===== config.mk =====
export PLATFORM = sky130hd
export DESIGN_NAME = vending_change
export DESIGN_NICKNAME = d
export VERILOG_FILES = /design/src/rtl/vending_change.sv
export SDC_FILE = /design/constraint.sdc
export NUM_CORES = 1
export LEC_CHECK = 0
export ABC_AREA = 1
export CORE_MARGIN = 5
export CORE_UTILIZATION = 48
export DETAILED_ROUTE_END_ITERATION = 12
export HOLD_SLACK_MARGIN = 0.12
export PLACE_DENSITY = 0.74
export SYNTH_ARGS = -nofsm -noshare
export SYNTH_HDL_FRONTEND = slang
export SYNTH_SLANG_ARGS = --single-unit

===== constraint.sdc =====
create_clock -name clk -period 2.1 [get_ports clk]
set_input_delay 0.21 -clock clk [delete_from_list [all_inputs] [get_ports clk]]
set_output_delay 0.21 -clock clk [all_outputs]
set_load 0.01 [all_outputs]

===== src/rtl/vending_change.sv =====
// Vending controller with configurable price, credit ceiling with coin rejection,
// cancel/refund, and change paid out as one coin pulse per cycle.
//
// state   | meaning
// COLLECT | accepting coins, waiting for price or cancel
// VEND    | drink pulse visible this cycle
// CHANGE  | change pulse visible this cycle; leaves once credit is 0
module vending_change #(
  parameter int PRICE_UNITS = 3,
  parameter int MAX_CREDIT  = 15,
  parameter int CREDIT_W    = 4
) (
  input  logic                clk,
  input  logic                reset,
  input  logic                coin5,
  input  logic                coin10,
  input  logic                cancel,
  output logic                drink,
  output logic                change5,
  output logic                change10,
  output logic                coin_reject,
  output logic                busy,
  output logic [CREDIT_W-1:0] credit
);

  typedef enum logic [1:0] {COLLECT, VEND, CHANGE} state_t;

  localparam logic [CREDIT_W:0]   PRICE = (CREDIT_W+1)'(PRICE_UNITS);
  localparam logic [CREDIT_W:0]   MAXC  = (CREDIT_W+1)'(MAX_CREDIT);
  localparam logic [CREDIT_W-1:0] ONE   = CREDIT_W'(1);
  localparam logic [CREDIT_W-1:0] TWO   = CREDIT_W'(2);

  state_t              state;
  logic [1:0]          add;
  logic [CREDIT_W:0]   sum;
  logic                coins_in;
  logic                pay10;
  logic [CREDIT_W-1:0] credit_paid;

  assign add         = {1'b0, coin5} + {coin10, 1'b0};
  assign sum         = {1'b0, credit} + (CREDIT_W+1)'(add);
  assign coins_in    = coin5 | coin10;
  // Largest coin first; the state is CHANGE in exactly the cycles a pulse is visible.
  assign pay10       = (credit >= TWO);
  assign credit_paid = credit - (pay10 ? TWO : ONE);

  always_ff @(posedge clk or negedge reset) begin
    if (!reset) begin
      state       <= COLLECT;
      credit      <= '0;
      drink       <= 1'b0;
      change5     <= 1'b0;
      change10    <= 1'b0;
      coin_reject <= 1'b0;
      busy        <= 1'b0;
    end else begin
      drink       <= 1'b0;
      change5     <= 1'b0;
      change10    <= 1'b0;
      coin_reject <= 1'b0;
      case (state)
        COLLECT: begin
          if (cancel && credit != '0) begin
            coin_reject <= coins_in;
            change10    <= pay10;
            change5     <= ~pay10;
            credit      <= credit_paid;
            state       <= CHANGE;
            busy        <= 1'b1;
          end else if (sum > MAXC) begin
            coin_reject <= coins_in;
          end else if (sum >= PRICE) begin
            credit <= sum[CREDIT_W-1:0] - PRICE[CREDIT_W-1:0];
            drink  <= 1'b1;
            state  <= VEND;
            busy   <= 1'b1;
          end else begin
            credit <= sum[CREDIT_W-1:0];
          end
        end
        VEND, CHANGE: begin
          coin_reject <= coins_in;
          if (credit != '0) begin
            change10 <= pay10;
            change5  <= ~pay10;
            credit   <= credit_paid;
            state    <= CHANGE;
            busy     <= 1'b1;
          end else begin
            state <= COLLECT;
            busy  <= 1'b0;
          end
        end
        default: begin
          state <= COLLECT;
          busy  <= 1'b0;
        end
      endcase
    end
  end

endmodule

==> summary.md, run 1 <==
| Metric | Value |
|---|---|
| Routed wire length | 2240 µm |
| CP bufs+invs | 2 |
| Storage element area | roughly 280 µm² |
| Post-CTS repair timing setup buffer count | 0 |
| Hpwl dp | ~1900 µm |
| Multi-input logic area | approximately 670 µm² |
| I/O pin count | 14 |
| Layout cell share with drive strength beyond 1 | roughly 28% |
| Dpl ws | -274 ps |
| Max Clk Rate | around 0.47 GHz |
| Vias in the first global route | 874 |
| Ys Warns | 0 |
| Layout Nets | approximately 170 |
| Remaining Overflow, GRT | 0 |
| Kind of end point of the critical path | flop |
| Worst relative slew slack | between 60% and 70% |
| Gate Count Post-Synth | 130 |
| Worst slew pin tran | roughly 460 ps |
| DRT Pass-1 Iters | 4 |
| Largest net degree at the start of global routing | 12 |
| Post-route DRC | 0 |
| Cell Count Post-Placement | roughly 180 |
| H-tree Lvls | 1 |
| Most used cell, CP | nand2_4 |
| Commonest non-fill, non-tap cell in the layout | nand2_1 |
| Fin. Hold Viols | 0 |
| Final RePlAce weighted congestion | 0.875 |
| Worst path required time | roughly 2300 ps |
| Worst hold-check path type | in2async |
| Tmin final | about 2100 ps |
| Global-route wire length before repair | approximately 3900 µm |
| Core Rows | 16 |
| Ranking of synthesized cells by area | dfrtp_1 (27%), nand2_1 (15%), ha_1 (8.7%) |
| Final Max Slew Viols | 0 |
| Vias | approximately 900 |
| Final worst-path setup slack | -19.1 ps |
| Critical-path maximum fanout | 5 |
| Worst path cell trace | clkdlybuf4s50_1, ha_4, fa_1, ha_2, inv_2, nand3_2, nor2_2, nand2_2, nand2_4, nand2_4, nand2_4, nor2_1, nand2_1, nand2_1 |
| Worst skew pair latency | around 260 ps |
| Final setup violation count | 1 |
| Status | finished, violations left |
| # diodes | 0 |
| Synth top area share | 27.4% |
| Avg Inst Size Synth | between 7 and 8 µm² |
| Die extent in y | about 56 µm |
| Worst-path clk slew | 70 ps |
| Die width | around 56 µm |
| Commonest non-fill, non-tap cells in the layout | nand2_1 (36), inv_1 (17), clkdlybuf4s50_1 (13), buf_4 (13), nand3_1 (12) |
| Tot GR Track Use | around 15% |
| CTS tree | built |
| TritonCTS Buffers | 3 |
| Avg WL per Cell | ~12 µm |
| Hold_buf cts | 0 |
| Initial antenna violation count | 0 |
| Max-cap viol count | 0 |
| Synth area leader | dfrtp_1 |
| Area Overhead vs Synth | 32.4% |
| Maximum clock path buffer count | 2 |
| RSZ-0062 raised after global routing | true |
| Layout Cells excl Fill | roughly 190 |
| Critical path class | in2reg |
| WP data arrival | roughly 2300 ps |
| Period utilization | 101% |
| I/O Buffers | 13 |
| Starting DRT DRC Count | 20 |
| Sequential fraction of the synthesis area | between 20% and 30% |
| Vias per cell | a little under 5 |
| Clk sinks | 11 |
| Crit path max-delay family | adder cells |
| Initial Utilization | 50.7% |
| CP peak stage delay | ~470 ps |
| Synth Cell Area | roughly 1000 µm² |
| DRT antenna net count | 0 |
| Startpoint types | input port |
| Synth Net Count | ~140 |
| Failing checks | setup timing |
| Total core area | ~2000 µm² |
| Count of cell types in the netlist | 25 |
| Fillcell total | ~160 |
| Layout Skew | between 2 and 3 ps |
| Hold slack final | 264 ps |
| Die ar. | a little over 3000 µm² |
| Seq cells post-synth | 11 |
| Root buffer cell | clkbuf_4 |
| CP max-delay cell | fa_1 |
flip-flops by register name (all words and copies together), names as in the netlist:
register	cells
state	2
change5	1
credit	4
change10	1
coin_reject	1
busy	1
drink	1
area by class of cell:
class                   instances  area share [%]
inverters                      23            6.87
well taps                      27            2.54
repair buffers                 26            17.1
clock buffers                   4            1.98
flip-flops and latches         11            20.8
multi-input cells              95            50.7
worst reg2reg max path, cell delays in order, from the launching register on:
cell	delay [ps]
dfrtp_2	430
ha_4	170
fa_1	470
ha_2	210
inv_2	60
nand3_2	80
nor2_2	110
nand2_2	110
nand2_4	100
nand2_4	50
nand2_4	70
nor2_1	40
nand2_1	70
nand2_1	50
timing repair:
action	in CTS	in global routing
setup endpoints to repair	1	8
resized for setup	2	7
pin swaps	0	4
final timing paths:
kind	from	end	slack, ps	cells after the start
max in group asynchronous	reset	credit[0]$_DFFE_PN0P_	1490	1
hold reg to reg	busy$_DFFE_PN0P_	busy$_DFFE_PN0P_	480	2
setup / recovery	coin5	credit[0]$_DFFE_PN0P_	-20	14
min in group clk	busy$_DFFE_PN0P_	busy$_DFFE_PN0P_	480	2
setup reg to reg	credit[0]$_DFFE_PN0P_	credit[0]$_DFFE_PN0P_	-20	13
hold / removal	reset	change10$_DFF_PN0_	260	1
kinds of logic (layout without fill, tap and decap cells):
group	count (synthesis)	after routing	share of synthesized area, %
xor gates and xnor gates	3	3	2.62
and+or+nand+nor	74	74	40.8
adders and majority gates	9	9	12.7
AOI/OAI and AO/OA	9	9	6.23
DFF	11	11	27.4
buffers and inverters	24	53	10.2
cell usage after synthesis:
| cell type | n |
|---|---|
| inv_2 | 4 |
| nand2_2 | 2 |
| xor2_1 | 3 |
| a21oi_2 | 1 |
| inv_1 | 18 |
| nand2_4 | 2 |
| nand2_1 | 39 |
| inv_6 | 1 |
| fa_1 | 2 |
| o21ai_0 | 3 |
| o21ai_1 | 1 |
| nor2_1 | 8 |
| nand3_2 | 1 |
| nand3_4 | 2 |
| nor2_8 | 3 |
| ha_1 | 7 |
| nor2_4 | 1 |
| dfrtp_1 | 11 |
| nor3_1 | 1 |
| nand4_1 | 2 |
| o221a_2 | 1 |
| o21ai_2 | 2 |
| a21oi_1 | 1 |
| buf_6 | 1 |
| nand3_1 | 13 |
routing by layer:
| layer | part of all wire (%) | track usage [%] |
|---|---|---|
| met2 | 50 | 25.0 |
| met1 | 45 | 19.0 |
| met4 | 0.36 | 6.25 |
| met3 | 4.1 | 3.71 |
| met5 | 0 | 0 |
metrics by stage:
stage	setup TNS (ps)	util [%]	area [µm²]
global placement	-1280	63.8	1260
CTS	0	65.6	1300
floorplan	0	-	1010
global route	-348	67.1	1330
detailed placement	-1750	63.8	1260
finish	-19.1	67.1	1330
Power of run 1 is left out: the tool's default activity adds up to more than one toggle a clock period on the data nets, which glitch-free logic cannot reach.
==> run 2: changes to the inputs <==
CORE_UTILIZATION = 51   (was 48)
CTS_BUF_LIST = sky130_fd_sc_hd__clkbuf_2   (was not set)
CTS_CLUSTER_DIAMETER = 150   (was not set)
PLACE_DENSITY = 0.78   (was 0.74)
SLEW_MARGIN = 40   (was not set)
==> summary.md, run 2 (synthesis results as in run 1) <==
| Metric | Value |
|---|---|
| Worst path required time | 2260 ps (about the same) |
| Cell Area, Placed | 1260 µm² (unchanged) |
| Maximum clock path buffer count | 2 (unchanged) |
| Status | finished, violations left |
| Vias per cell | 5.08 (+4.5%) |
| Largest Register | credit |
| Core Rows | 16 (unchanged) |
| P per Cell Area | ~2000 nW/µm² |
| CTS tree | built |
| Final RePlAce weighted congestion | 0.888 (+1.5%) |
| Largest net degree at the start of global routing | 12 (unchanged) |
| Reg2Reg Setup Slack | -40 ps (-20 ps) |
| Final worst-path setup slack | -43.5 ps (-24.4 ps) |
| Post-CTS repair timing setup buffer count | 0 (unchanged) |
| DRT Pass-1 Iters | 4 (unchanged) |
| TritonCTS Buffers | 3 (unchanged) |
| Critical path class | reg2reg |
| Die width | 54.4 µm (-2.4%) |
| Die ar. | 2960 µm² (-4.8%) |
| Worst Reg-to-Reg Cells | 13 (unchanged) |
| WP data arrival | 2300 ps (+30 ps) |
| Fin. Hold Viols | 0 (unchanged) |
| Setup_tns | -137 ps (-118 ps) |
| Worst skew pair latency | 260 ps (about the same) |
| Vias | 945 (+4.5%) |
| Clk sinks | 11 (unchanged) |
| Starting DRT DRC Count | 30 (+50%) |
| Worst path cell trace | ha_4, fa_1, ha_2, inv_2, nand3_2, nor2_2, nand2_2, nand2_4, nand2_4, nand2_4, nor2_1, nand2_1, nand2_1 |
| Final Max Slew Viols | 0 (unchanged) |
| Layout Nets | 174 (unchanged) |
| Max reg flops | 4 (unchanged) |
| Post-route DRC | 0 (unchanged) |
| RSZ-0062 raised after global routing | true |
| Final setup violation count | 6 (+5) |
| Layout Skew | 2.94 ps (+0.318 ps) |
| Remaining Overflow, GRT | 0 (unchanged) |
| Vias in the first global route | 861 (-1.5%) |
| GRT Max-Usage Layer | met2 |
| Layout cell share with drive strength beyond 1 | 28.3% (unchanged) |
| Commonest non-fill, non-tap cells in the layout | nand2_1 (37), inv_1 (17), clkdlybuf4s50_1 (13), buf_4 (13), nand3_1 (12) |
| Global-route wire length before repair | 3820 µm (-0.73%) |
| CP peak stage delay | 500 ps (+30 ps) |
| Area Overhead vs Synth | 30.3% |
| I/O Buffers | 13 (unchanged) |
| Max-cap viol count | 0 (unchanged) |
| H-tree Lvls | 1 (unchanged) |
| Root buffer cell | clkbuf_2 |
| # diodes | 0 (unchanged) |
| Initial antenna violation count | 0 (unchanged) |
| Startpoint types | flop |
| Fillcell total | 174 (+6.7%) |
| Worst hold-check path type | in2async |
| I/O pin count | 14 (unchanged) |
| Final instance area | 1310 µm² (-1.6%) |
| Commonest non-fill, non-tap cell in the layout | nand2_1 |
| Die extent in y | 54.4 µm (-2.4%) |
| Leak | roughly 0.7 nW |
| Routed wire length | 2340 µm (+4.3%) |
| Hold_buf cts | 0 (unchanged) |
| Initial Utilization | 52.3% (+1.6 points) |
| DRT antenna net count | 0 (unchanged) |
| Crit path from | credit[0]$_DFFE_PN0P_ |
| Critical-path maximum fanout | 5 (unchanged) |
| RR Startpoint | credit[0]$_DFFE_PN0P_ |
| Worst-path clk slew | 100 ps (+30 ps) |
| CP max-delay cell | fa_1 |
| Worst Setup EP | credit[0]$_DFFE_PN0P_ |
| Largest regs | credit (4), state (2) |
| Period utilization | 102% (+1.2 points) |
| Tot GR Track Use | 18.2% (+3.0 points) |
| Grt met2 use | 32.7% (+7.7 points) |
| M1 GR Usage | 21.9% (+2.9 points) |
| Total core area | 1920 µm² (-3.0%) |
| Worst slew pin tran | 463 ps (+0.313 ps) |
| Maximum VDD drop | 1030 µV |
| Avg WL per Cell | 12.6 µm (+4.3%) |
| Hpwl dp | 1950 µm (+3.6%) |
| Hold slack final | 259 ps (-4.29 ps) |
| Kind of end point of the critical path | flop |
| Worst relative slew slack | 69.1% (about the same) |
| Failing checks | setup timing |
| Reg-to-Reg End | credit[0]$_DFFE_PN0P_ |
| Tmin final | 2140 ps (+24.4 ps) |
| Most used cell, CP | nand2_4 |
| Max Clk Rate | 0.467 GHz (-1.1%) |
| GR Layer Usage met3 | 2.45% (-1.3 points) |
run 2: changes by cell type in the layout (fill, tap and decap cells not counted):
cell      previous run  this run
nand3_2              1         2
clkbuf_2             0         4
clkbuf_1             1         0
nand2_1             36        37
clkbuf_4             3         0
nand3_4              3         2
nand2_4              4         3
run 2: worst min-delay path by stage:
stage | from | depth (start not counted) | slack [ps] | end
global placement | busy$_DFFE_PN0P_ | 2 | 460 | busy$_DFFE_PN0P_
CTS | reset | 1 | 270 | coin_reject$_DFF_PN0_
finish | reset | 1 | 260 | credit[1]$_DFFE_PN0P_
detailed placement | busy$_DFFE_PN0P_ | 2 | 470 | busy$_DFFE_PN0P_
floorplan | reset | 0 | -90 | busy$_DFFE_PN0P_
global route | reset | 1 | 290 | coin_reject$_DFF_PN0_
run 2: worst max-delay path, delay by kind of cell, from the launching register on:
kind / cells / cell delay (ps)
buffers and inverters: 1 / 60
AND/OR/NAND/NOR: 9 / 650
adder cells (fa/ha/maj): 3 / 880
flip-flops: 1 / 450
run 2: metal layers:
layer / wire length [µm] / vias up / share of wire (%)
li1: - / 468 / -
met1: 963 / 433 / 41
met2: 1220 / 40 / 52
met3: 137 / 4 / 5.9
met4: 24 / 0 / 1.0
met5: 0 / - / 0
run 2: what timing repair did:
| item | 4_1_cts | 5_1_grt |
|---|---|---|
| resized for setup | 2 | 4 |
| pin swaps | 0 | 9 |
| setup endpoints to repair | 2 | 8 |
run 2: area by class of cell:
class / count / area (µm²) / area share, %
flip-flops and latches: 11 / 277 / 21.1
multi-input cells: 95 / 659 / 50.4
repair buffers: 26 / 228 / 17.4
inverters: 23 / 91.3 / 6.98
well taps: 27 / 33.8 / 2.58
clock buffers: 4 / 20.0 / 1.53
run 2: power breakdown:
part,total [mW],leakage (nW),internal [mW],switching [mW]
clock,0.119,0.0166,0.0506,0.0689
sequential,0.417,0.135,0.323,0.0941
combinational,2.07,0.555,0.897,1.17
run 2: stage by stage:
| stage | util [%] | std cells | worst slack [ps] | power [mW] |
|---|---|---|---|---|
| floorplan | - | 130 | 22.5 | 1.78 |
| global placement | 65.8 | 182 | -190 | 2.35 |
| detailed placement | 65.8 | 182 | -268 | 2.43 |
| CTS | 67.3 | 186 | 9.45 | 2.57 |
| global route | 68.1 | 186 | -209 | 2.86 |
| finish | 68.1 | 186 | -43.5 | 2.60 |
Note: power is estimated with default switching activity, not from simulation.
